File: config.mk
export PLATFORM = sky130hd
export DESIGN_NAME = tone_clock_divider_flat
export DESIGN_NICKNAME = d
export VERILOG_FILES = /design/src/rtl/tone_clock_divider_if.sv /design/src/rtl/tone_clock_divider.sv /design/src/flat_wrapper.sv
export SDC_FILE = /design/constraint.sdc
export NUM_CORES = 1
export LEC_CHECK = 0
export ABC_CLOCK_PERIOD_IN_PS = 4500
export CAP_MARGIN = 0
export CORE_ASPECT_RATIO = 1.2
export CORE_MARGIN = 2
export CORE_UTILIZATION = 50
export CTS_CLUSTER_DIAMETER = 40
export DETAILED_ROUTE_END_ITERATION = 12
export PLACE_DENSITY_LB_ADDON = 0.2
export REMOVE_ABC_BUFFERS = 1
export SLEW_MARGIN = 40
export SYNTH_ARGS = -nofsm -noshare
export SYNTH_HDL_FRONTEND = slang
export SYNTH_SLANG_ARGS = --single-unit
File: constraint.sdc
create_clock -name clk -period 4.5 [get_ports clk]
set_input_delay 0.9 -clock clk [delete_from_list [all_inputs] [get_ports clk]]
set_output_delay 0.9 -clock clk [all_outputs]
set_load 0.005 [all_outputs]
File: src/rtl/tone_clock_divider_if.sv
// rtl/tone_clock_divider_if.sv - control and tone/tick bundle between selector, divider and shapers
`timescale 1ns/1ps
interface tone_clock_divider_if #(
  parameter int CNT_W = 32
);
  logic             ena;
  logic [CNT_W-1:0] clk_div_threshold;
  logic             tone_out;
  logic             half_tick;
  logic             period_tick;
  logic             running;
  logic             update_pending;

  modport master (
    output ena, clk_div_threshold,
    input  tone_out, half_tick, period_tick, running, update_pending
  );

  modport slave (
    input  ena, clk_div_threshold,
    output tone_out, half_tick, period_tick, running, update_pending
  );
endinterface

File: src/rtl/tone_clock_divider.sv
// rtl/tone_clock_divider.sv - half-period tone divider with boundary-only threshold updates
`timescale 1ns/1ps
module tone_clock_divider #(
  parameter int CNT_W   = 32,
  parameter int MIN_THR = 2
) (
  input  logic                 clk,
  input  logic                 rst_n,
  tone_clock_divider_if.slave  bus
);

  localparam logic [CNT_W-1:0] MIN_V = CNT_W'(MIN_THR);

  typedef enum logic {S_IDLE, S_RUN} state_t;

  state_t           r_state, w_state_n;
  logic [CNT_W-1:0] r_cnt, w_cnt_n;
  logic [CNT_W-1:0] r_thr_s, w_thr_n;
  logic             r_tone, w_tone_n;
  logic             r_half_tick, w_half_n;
  logic             r_period_tick, w_period_n;
  logic             r_running, w_running_n;
  logic             r_update_pending, w_pending_n;

  logic [CNT_W-1:0] w_thr_in;
  logic [CNT_W-1:0] w_thr_last;

  assign w_thr_in   = (bus.clk_div_threshold < MIN_V) ? MIN_V : bus.clk_div_threshold;
  assign w_thr_last = r_thr_s - CNT_W'(1);

  always_ff @(posedge clk or negedge rst_n) begin
    if (!rst_n) begin
      r_state          <= S_IDLE;
      r_cnt            <= '0;
      r_thr_s          <= MIN_V;
      r_tone           <= 1'b0;
      r_half_tick      <= 1'b0;
      r_period_tick    <= 1'b0;
      r_running        <= 1'b0;
      r_update_pending <= 1'b0;
    end else begin
      r_state          <= w_state_n;
      r_cnt            <= w_cnt_n;
      r_thr_s          <= w_thr_n;
      r_tone           <= w_tone_n;
      r_half_tick      <= w_half_n;
      r_period_tick    <= w_period_n;
      r_running        <= w_running_n;
      r_update_pending <= w_pending_n;
    end
  end

  always_comb begin
    w_state_n  = r_state;
    w_cnt_n    = r_cnt;
    w_thr_n    = r_thr_s;
    w_tone_n   = r_tone;
    w_half_n   = 1'b0;
    w_period_n = 1'b0;
    case (r_state)
      S_IDLE: begin
        w_cnt_n  = '0;
        w_tone_n = 1'b0;
        w_thr_n  = w_thr_in;
        if (bus.ena) w_state_n = S_RUN;
      end
      S_RUN: begin
        // a disable beats a coincident boundary: no toggle, no tick
        if (!bus.ena) begin
          w_state_n = S_IDLE;
          w_cnt_n   = '0;
          w_tone_n  = 1'b0;
        end else if (r_cnt == w_thr_last) begin
          w_cnt_n    = '0;
          w_tone_n   = ~r_tone;
          w_half_n   = 1'b1;
          w_period_n = r_tone;
          w_thr_n    = w_thr_in;
        end else begin
          w_cnt_n = r_cnt + CNT_W'(1);
        end
      end
      default: begin
        w_state_n = S_IDLE;
        w_cnt_n   = '0;
        w_tone_n  = 1'b0;
      end
    endcase
    w_running_n = (w_state_n == S_RUN);
    // compared against the shadow value that will be active next cycle
    w_pending_n = w_running_n && (w_thr_in != w_thr_n);
  end

  assign bus.tone_out       = r_tone;
  assign bus.half_tick      = r_half_tick;
  assign bus.period_tick    = r_period_tick;
  assign bus.running        = r_running;
  assign bus.update_pending = r_update_pending;

endmodule
File: src/flat_wrapper.sv
// flat-port wrapper written by rule: the top's interface ports become plain ports
module tone_clock_divider_flat 
#(
  parameter int CNT_W   = 32,
  parameter int MIN_THR = 2
)
  (clk, rst_n, bus_ena, bus_clk_div_threshold, bus_tone_out, bus_half_tick, bus_period_tick, bus_running, bus_update_pending);
  tone_clock_divider_if #(.CNT_W(CNT_W)) bus_i ();
  input  logic clk;
  input  logic rst_n;
  input wire logic [$bits(bus_i.ena)-1:0] bus_ena;
  input wire logic [$bits(bus_i.clk_div_threshold)-1:0] bus_clk_div_threshold;
  output wire logic [$bits(bus_i.tone_out)-1:0] bus_tone_out;
  output wire logic [$bits(bus_i.half_tick)-1:0] bus_half_tick;
  output wire logic [$bits(bus_i.period_tick)-1:0] bus_period_tick;
  output wire logic [$bits(bus_i.running)-1:0] bus_running;
  output wire logic [$bits(bus_i.update_pending)-1:0] bus_update_pending;
  assign bus_i.ena = bus_ena;
  assign bus_i.clk_div_threshold = bus_clk_div_threshold;
  assign bus_tone_out = bus_i.tone_out;
  assign bus_half_tick = bus_i.half_tick;
  assign bus_period_tick = bus_i.period_tick;
  assign bus_running = bus_i.running;
  assign bus_update_pending = bus_i.update_pending;
  tone_clock_divider #(.CNT_W(CNT_W), .MIN_THR(MIN_THR)) u_core (.clk(clk), .rst_n(rst_n), .bus(bus_i));
endmodule
==> results of run 1 <==
-- cells by family after synthesis --
logic type | synth area share, %
fa+ha+maj | 0.5342
xor+xnor | 15.71
mux | 8.549
simple gates | 23.96
compound gates | 9.591
buf+inv | 4.755
flops | 36.90
-- worst max-delay path by stage --
stage          slack (ns)            endpoint  cells past startpoint
6_report             0.18   u_core.r_thr_s[8]                     11
5_1_grt              0.03  u_core.r_thr_s[28]                     11
4_1_cts              0.22  u_core.r_thr_s[12]                     11
3_5_place_dp         0.24   u_core.r_thr_s[0]                     11
3_3_place_gp         0.34   u_core.r_thr_s[0]                     11
2_1_floorplan       -0.24  u_core.r_thr_s[31]                     10
-- cell usage after synthesis, types with 5 or more instances --
cell type and number:
or4_1 11, nand4_1 14, nor2_1 56, dfrtp_1 68, nor3_1 16, or3_1 6
and3_1 10, xnor2_1 33, nand3_1 19, o21ai_0 5, or2_2 7, nand2_1 27
xor2_1 51, a21oi_1 9, mux2_1 28, inv_1 23, nor4_1 26, clkbuf_1 25
-- metal layers --
layer | up-vias | part of all wire (%) | global-route usage [%]
met5 | - | 0 | 0
met2 | 81 | 51 | 45.05
met3 | 14 | 4.5 | 4.487
met4 | 0 | 1.3 | 7.249
met1 | 1961 | 43 | 30.26
li1 | 1881 | - | -
-- cell type report --
type,instances,share of cell area [%]
Multi-Input combinational cell,389,51.10
Sequential cell,69,32.21
Timing Repair Buffer,48,8.722
Tap cell,120,2.799
Clock buffer,10,2.379
Inverter,23,1.609
Clock inverter,6,1.189
-- worst max-delay path, cell delays in order (launching register included) --
cell and delay [ns]:
dfrtp_1 0.46, inv_1 0.13, ha_1 0.22, or4b_2 0.65, or4_1 0.55, or4_1 0.50, a311o_1 0.38, o21ai_2 0.09
nand4_4 0.18, o41ai_4 0.39, buf_12 0.26, mux2_1 0.35
-- metrics by stage --
stage | total power (uW) | worst slack (ns) | setup TNS (ns)
6_report | 1473 | 0.1806 | 0
5_1_grt | 1540 | 0.02997 | 0
4_1_cts | 1480 | 0.2150 | 0
3_5_place_dp | 980.0 | 0.2434 | 0
3_3_place_gp | 973.8 | 0.3406 | 0
2_1_floorplan | 862.5 | -0.2440 | -6.240
-- power breakdown --
| part | internal [uW] | switching (uW) | total [uW] |
|---|---|---|---|
| clock network | 255 | 247 | 502 |
| registers | 650 | 68.6 | 719 |
| logic | 124 | 128 | 253 |
| total | 1030 | 444 | 1470 |
-- flip-flops by register name, summed over array words and instances (netlist names) --
register,flops
u_core.bus.period_tick,1
u_core.r_thr_s,32
u_core.bus.half_tick,1
u_core.r_state,1
u_core.r_cnt,32
u_core.bus.update_pending,1
u_core.bus.tone_out,1
-- cells in the final DEF (no fill, tap or decap), drive strengths merged, types with 3 or more instances in the layout --
cell and n:
dfrtp 68, nor4b 3, and3 10, a221oi 4, nand4 15, o21ai 6, o211ai 3, mux2i 4
xor2 51, buf 10, inv 23, clkinv 3, mux2 32, clkbuf 10, nand3 19, nor2 56
a21o 3, or3 6, a21oi 9, nor2b 4, and2 4, clkdlybuf4s50 38, o311a 3, or4 11
nor4 26, o22ai 4, xnor2 33, nor3 16, or2 7, nand2 27, o2bb2ai 4
==> results.py, run 1 <==
metrics = {
    "placement": {
        "port_buffers": 39,
        "hpwl_mm": 8.957,
        "post_dp_cell_area_um2": 5174,
        "place_inst": 649,
        "gp_congestion": 0.9310,
    },
    "cells_and_area": {
        "nets": 577,
        "n_fill_cell": 833,
        "final_cells": 665,
        "drive_gt1_share_pct": 7.890,
        "layout-area-overhead-vs-synth_pct": 14.56,
        "seq_area_um2": 1728,
        "finish.utilization_pct": 59.08,
        "multiInputGateArea_um2": 2741,
        "diodes": 0,
        "postLayoutCellArea_um2": 5365,
    },
    "outcome": {
        "status": "finished clean",
    },
    "worst_hold_path": {
        "hold_path.class": "reg -> reg",
        "min-delay-start": "u_core.r_cnt[0]",
        "hold_depth": 1,
        "holdPathEnd": "u_core.r_cnt[0]",
    },
    "timing": {
        "worst_hold_slack_ns": 0.5037,
        "finalCritPeriodShare_pct": 95.99,
        "skew_ns": 0.01264,
        "period_needed_ns": 4.319,
        "relSlewSlack_pct": 49.80,
        "final-setup-viol-count": 0,
        "slew_viol_final": 0,
        "tightest_slew_ns": 0.7498,
        "finalHoldViolations": 0,
        "fmax_ghz": 0.2315,
        "rsz0062_at_grt": "no",
    },
    "detailed_routing": {
        "routed_wl_mm": 11.79,
        "initialDrtViolationCount": 186,
        "route.vias.total": 3937,
        "ant_nets": 0,
        "wl_per_cell_um": 17.73,
        "drc": 0,
        "drt_pass1_iterations": 4,
        "via_per_inst": 5.920,
    },
    "logic_synthesis": {
        "yosys-top-cells-area": "dfrtp_1 (36%), xor2_1 (9.5%), mux2_1 (6.7%)",
        "synth_edf_count": 0,
        "synth_top_area_share_pct": 36.33,
        "synthArstFlopShare_pct": 100.0,
        "ys_seq_area_share_pct": 36.90,
        "ys_types": 57,
        "synth_warnings": 0,
        "synth_flop_cell": "dfrtp_1",
        "synth_top_area_cell": "dfrtp_1",
        "ys_ff_latch": 69,
        "syn_inst": 511,
        "syn_area_um2": 4683,
        "syn_avg_cell_area_um2": 9.165,
    },
    "die": {
        "die_w_um": 92.35,
        "dieArea_um2": 10160,
        "core_um2": 9081,
        "rows": 38,
        "fp.dieH_um": 110.0,
        "start_util_pct": 51.57,
        "io_pins": 40,
    },
    "clock_network": {
        "clockBufferDepth": 2,
        "cts_setup_buffers": 0,
        "cts-hold-fix-buffers": 0,
        "cts_tree": "built",
        "cts.root.buffer_cell": "clkbuf_8",
        "htreeDepth": 3,
        "cts_made_buffers": 9,
        "worstSkewPairLatency_ns": 0.35,
        "cts_num_sinks": 69,
        "cts-resized-gates": 0,
        "clkTransAtPathRegs_ns": 0.08,
    },
    "power": {
        "peakVddDrop_uv": 213.7,
        "p_leak_uw": 0.002103,
        "power.density_nw_per_um2": 274.6,
    },
    "grt": {
        "grt_pass1_vias": 4015,
        "grt_usage_pct": 24.84,
        "grt_pass1_wl_mm": 19.80,
        "overflow": 0,
        "antenna_found_initial": 0,
        "grt_max_degree": 46,
    },
    "setup_path": {
        "worst_ep_required_time_ns": 4.74,
        "startpoint": "u_core.r_thr_s[0]",
        "path_max_fanout": 32,
        "reg2reg_depth": 11,
        "r2r-start": "u_core.r_thr_s[0]",
        "rrSetupSlack_ns": 0.18,
        "reg2reg_to": "u_core.r_thr_s[8]",
        "crit_arrival_ns": 4.56,
        "end_kind": "register",
        "path_class": "reg -> reg",
        "start_kind": "register",
    },
    "flow_run": {
        "drv_cap": 0,
    },
}
(Power assumes the default switching activity.)
==> inputs of run 2 (changes only) <==
ABC_CLOCK_PERIOD_IN_PS = not set   (was 4500)
==> results of run 2 <==
Final layout, timing and power as in run 1 (identical DEF).
==> inputs of run 3 (changes only) <==
CORE_UTILIZATION = 55   (was 50)
GPL_TIMING_DRIVEN = 0   (was not set)
==> results.py, run 3 (same netlist as run 1, synthesis figures left out) <==
metrics = {
    "outcome": {
        "status": "finished clean",
    },
    "cells_and_area": {
        "nets": 586,
        "layout-area-overhead-vs-synth_pct": 17.82,
        "diodes": 0,
        "n_fill_cell": 684,
        "drive_gt1_share_pct": 10.83,
        "layout_common_cells": "dfrtp_1 (67), nor2_1 (56), xor2_1 (51)",
        "largest_registers": "u_core.r_cnt: 32 flops, u_core.r_thr_s: 32 flops",
        "final_common_cell": "dfrtp_1",
    },
    "setup_path": {
        "end_kind": "register",
        "worst_ep_required_time_ns": 4.74,
        "rrSetupSlack_ns": 0.12,
        "critPathMaxStageDelay_ns": 0.64,
        "start_kind": "register",
        "crit_family": "simple AND/OR/NAND/NOR gates",
        "r2r-start": "u_core.r_thr_s[0]",
        "path_class": "reg -> reg",
        "cp_num_buf_inv": 3,
        "crit_arrival_ns": 4.62,
        "path_cells": "inv_2, ha_2, or4b_2, or4_4, or4_1, a311o_1, o21ai_2, nand4_4, o41ai_4, buf_6, buf_4, mux2_2",
        "path_max_fanout": 9,
        "reg2reg_to": "u_core.r_thr_s[0]",
        "reg2reg_depth": 12,
        "cpMaxStageDelayCell": "or4b_2",
    },
    "detailed_routing": {
        "initialDrtViolationCount": 278,
        "ant_nets": 0,
        "drt_pass1_iterations": 5,
        "drc": 0,
        "via_per_inst": 6.016,
        "routed_wl_mm": 12.23,
        "route.vias.total": 4019,
        "wl_per_cell_um": 18.30,
    },
    "grt": {
        "grt_max_degree": 43,
        "grt_pass1_wl_mm": 20.25,
        "antenna_found_initial": 0,
        "grt_usage_pct": 27.92,
        "grt_pass1_vias": 4049,
        "overflow": 0,
    },
    "timing": {
        "tightest_slew_ns": 0.8409,
        "fmax_ghz": 0.2285,
        "skew_ns": 0.01258,
        "final-setup-viol-count": 0,
        "worst_slack_ns": 0.1227,
        "worst_hold_slack_ns": 0.3880,
        "period_needed_ns": 4.377,
        "slew_viol_final": 0,
        "setup_tns_ns": 0,
        "finalHoldViolations": 0,
        "relSlewSlack_pct": 43.42,
        "finalCritPeriodShare_pct": 97.27,
    },
    "clock_network": {
        "cts-hold-fix-buffers": 0,
        "cts.root.buffer_cell": "clkbuf_8",
        "cts_made_buffers": 9,
        "clkTransAtPathRegs_ns": 0.09,
        "clockBufferDepth": 2,
        "cts_tree": "built",
        "worstSkewPairLatency_ns": 0.36,
        "htreeDepth": 3,
        "cts_num_sinks": 69,
    },
    "placement": {
        "hpwl_mm": 9.213,
        "gp_congestion": 0.9146,
        "port_buffers": 39,
        "place_ws_ns": -0.1664,
    },
    "power": {
        "peakVddDrop_uv": 190.5,
        "p_leak_uw": 0.002180,
        "power.density_nw_per_um2": 293.7,
    },
    "flow_run": {
        "drv_cap": 0,
    },
    "die": {
        "dieArea_um2": 9272,
        "core_um2": 8198,
        "start_util_pct": 57.13,
        "io_pins": 40,
        "rows": 36,
        "fp.dieH_um": 105.1,
        "die_w_um": 88.24,
    },
    "worst_hold_path": {
        "hold_path.class": "in -> async",
    },
}
-- run 3: layer usage --
metal | GRT usage [%] | up-vias | part of all wire [%]
met5 | 0 | - | 0
met4 | 10.82 | 0 | 2.7
met3 | 4.028 | 29 | 3.7
met2 | 46.94 | 109 | 52
met1 | 35.65 | 1976 | 42
li1 | - | 1905 | -
-- run 3: cell type report --
cell class                 instances  area (um^2)  area share [%]
tap                              114        142.6           2.585
multi-input combinational        389         2764           50.09
clock inverter                     7        121.4           2.200
inverter                          23        86.33           1.565
clock buffer                       9        123.9           2.245
sequential                        69         1729           31.34
timing repair buffer              57        550.5           9.977
-- run 3: repair_timing --
item	in CTS	in global routing
pin swaps	1	2
resized for setup	3	6
setup endpoints to repair	16	30
cloned	0	0
setup buffers	2	9
-- run 3: worst reg2reg max path: cells and delay by family, from the launching register on --
family                   cells  cell delay [ns]
AO/OA/AOI/OAI                3             0.98
adder cells (fa/ha/maj)      1             0.21
buffers and inverters        3             0.47
flip-flops                   1             0.47
multiplexers                 1             0.35
AND/OR/NAND/NOR              4             1.80
-- run 3: worst max path at each step --
stage,start,endpoint,depth (start not counted)
4_1_cts,u_core.r_thr_s[0],u_core.r_thr_s[27],12
5_1_grt,u_core.r_thr_s[0],u_core.r_thr_s[0],12
2_1_floorplan,u_core.r_thr_s[0],u_core.r_thr_s[31],10
3_3_place_gp,u_core.r_thr_s[0],u_core.r_thr_s[0],10
3_5_place_dp,u_core.r_thr_s[0],u_core.r_thr_s[0],10
6_report,u_core.r_thr_s[0],u_core.r_thr_s[0],12
-- run 3: stage by stage --
step	area [um^2]	utilization (%)	power, uW	std cells
global placement	5080	61.97	967.1	634
CTS	5431	66.25	1620	659
finish	5518	67.31	1620	668
floorplan	4547	-	862.5	481
detailed placement	5159	62.93	981.6	641
global route	5518	67.31	1690	668
-- run 3: power by group --
group | switching, uW | internal [uW]
Combinational | 132 | 132
Sequential | 72.4 | 650
Clock | 262 | 372
Total | 466 | 1150
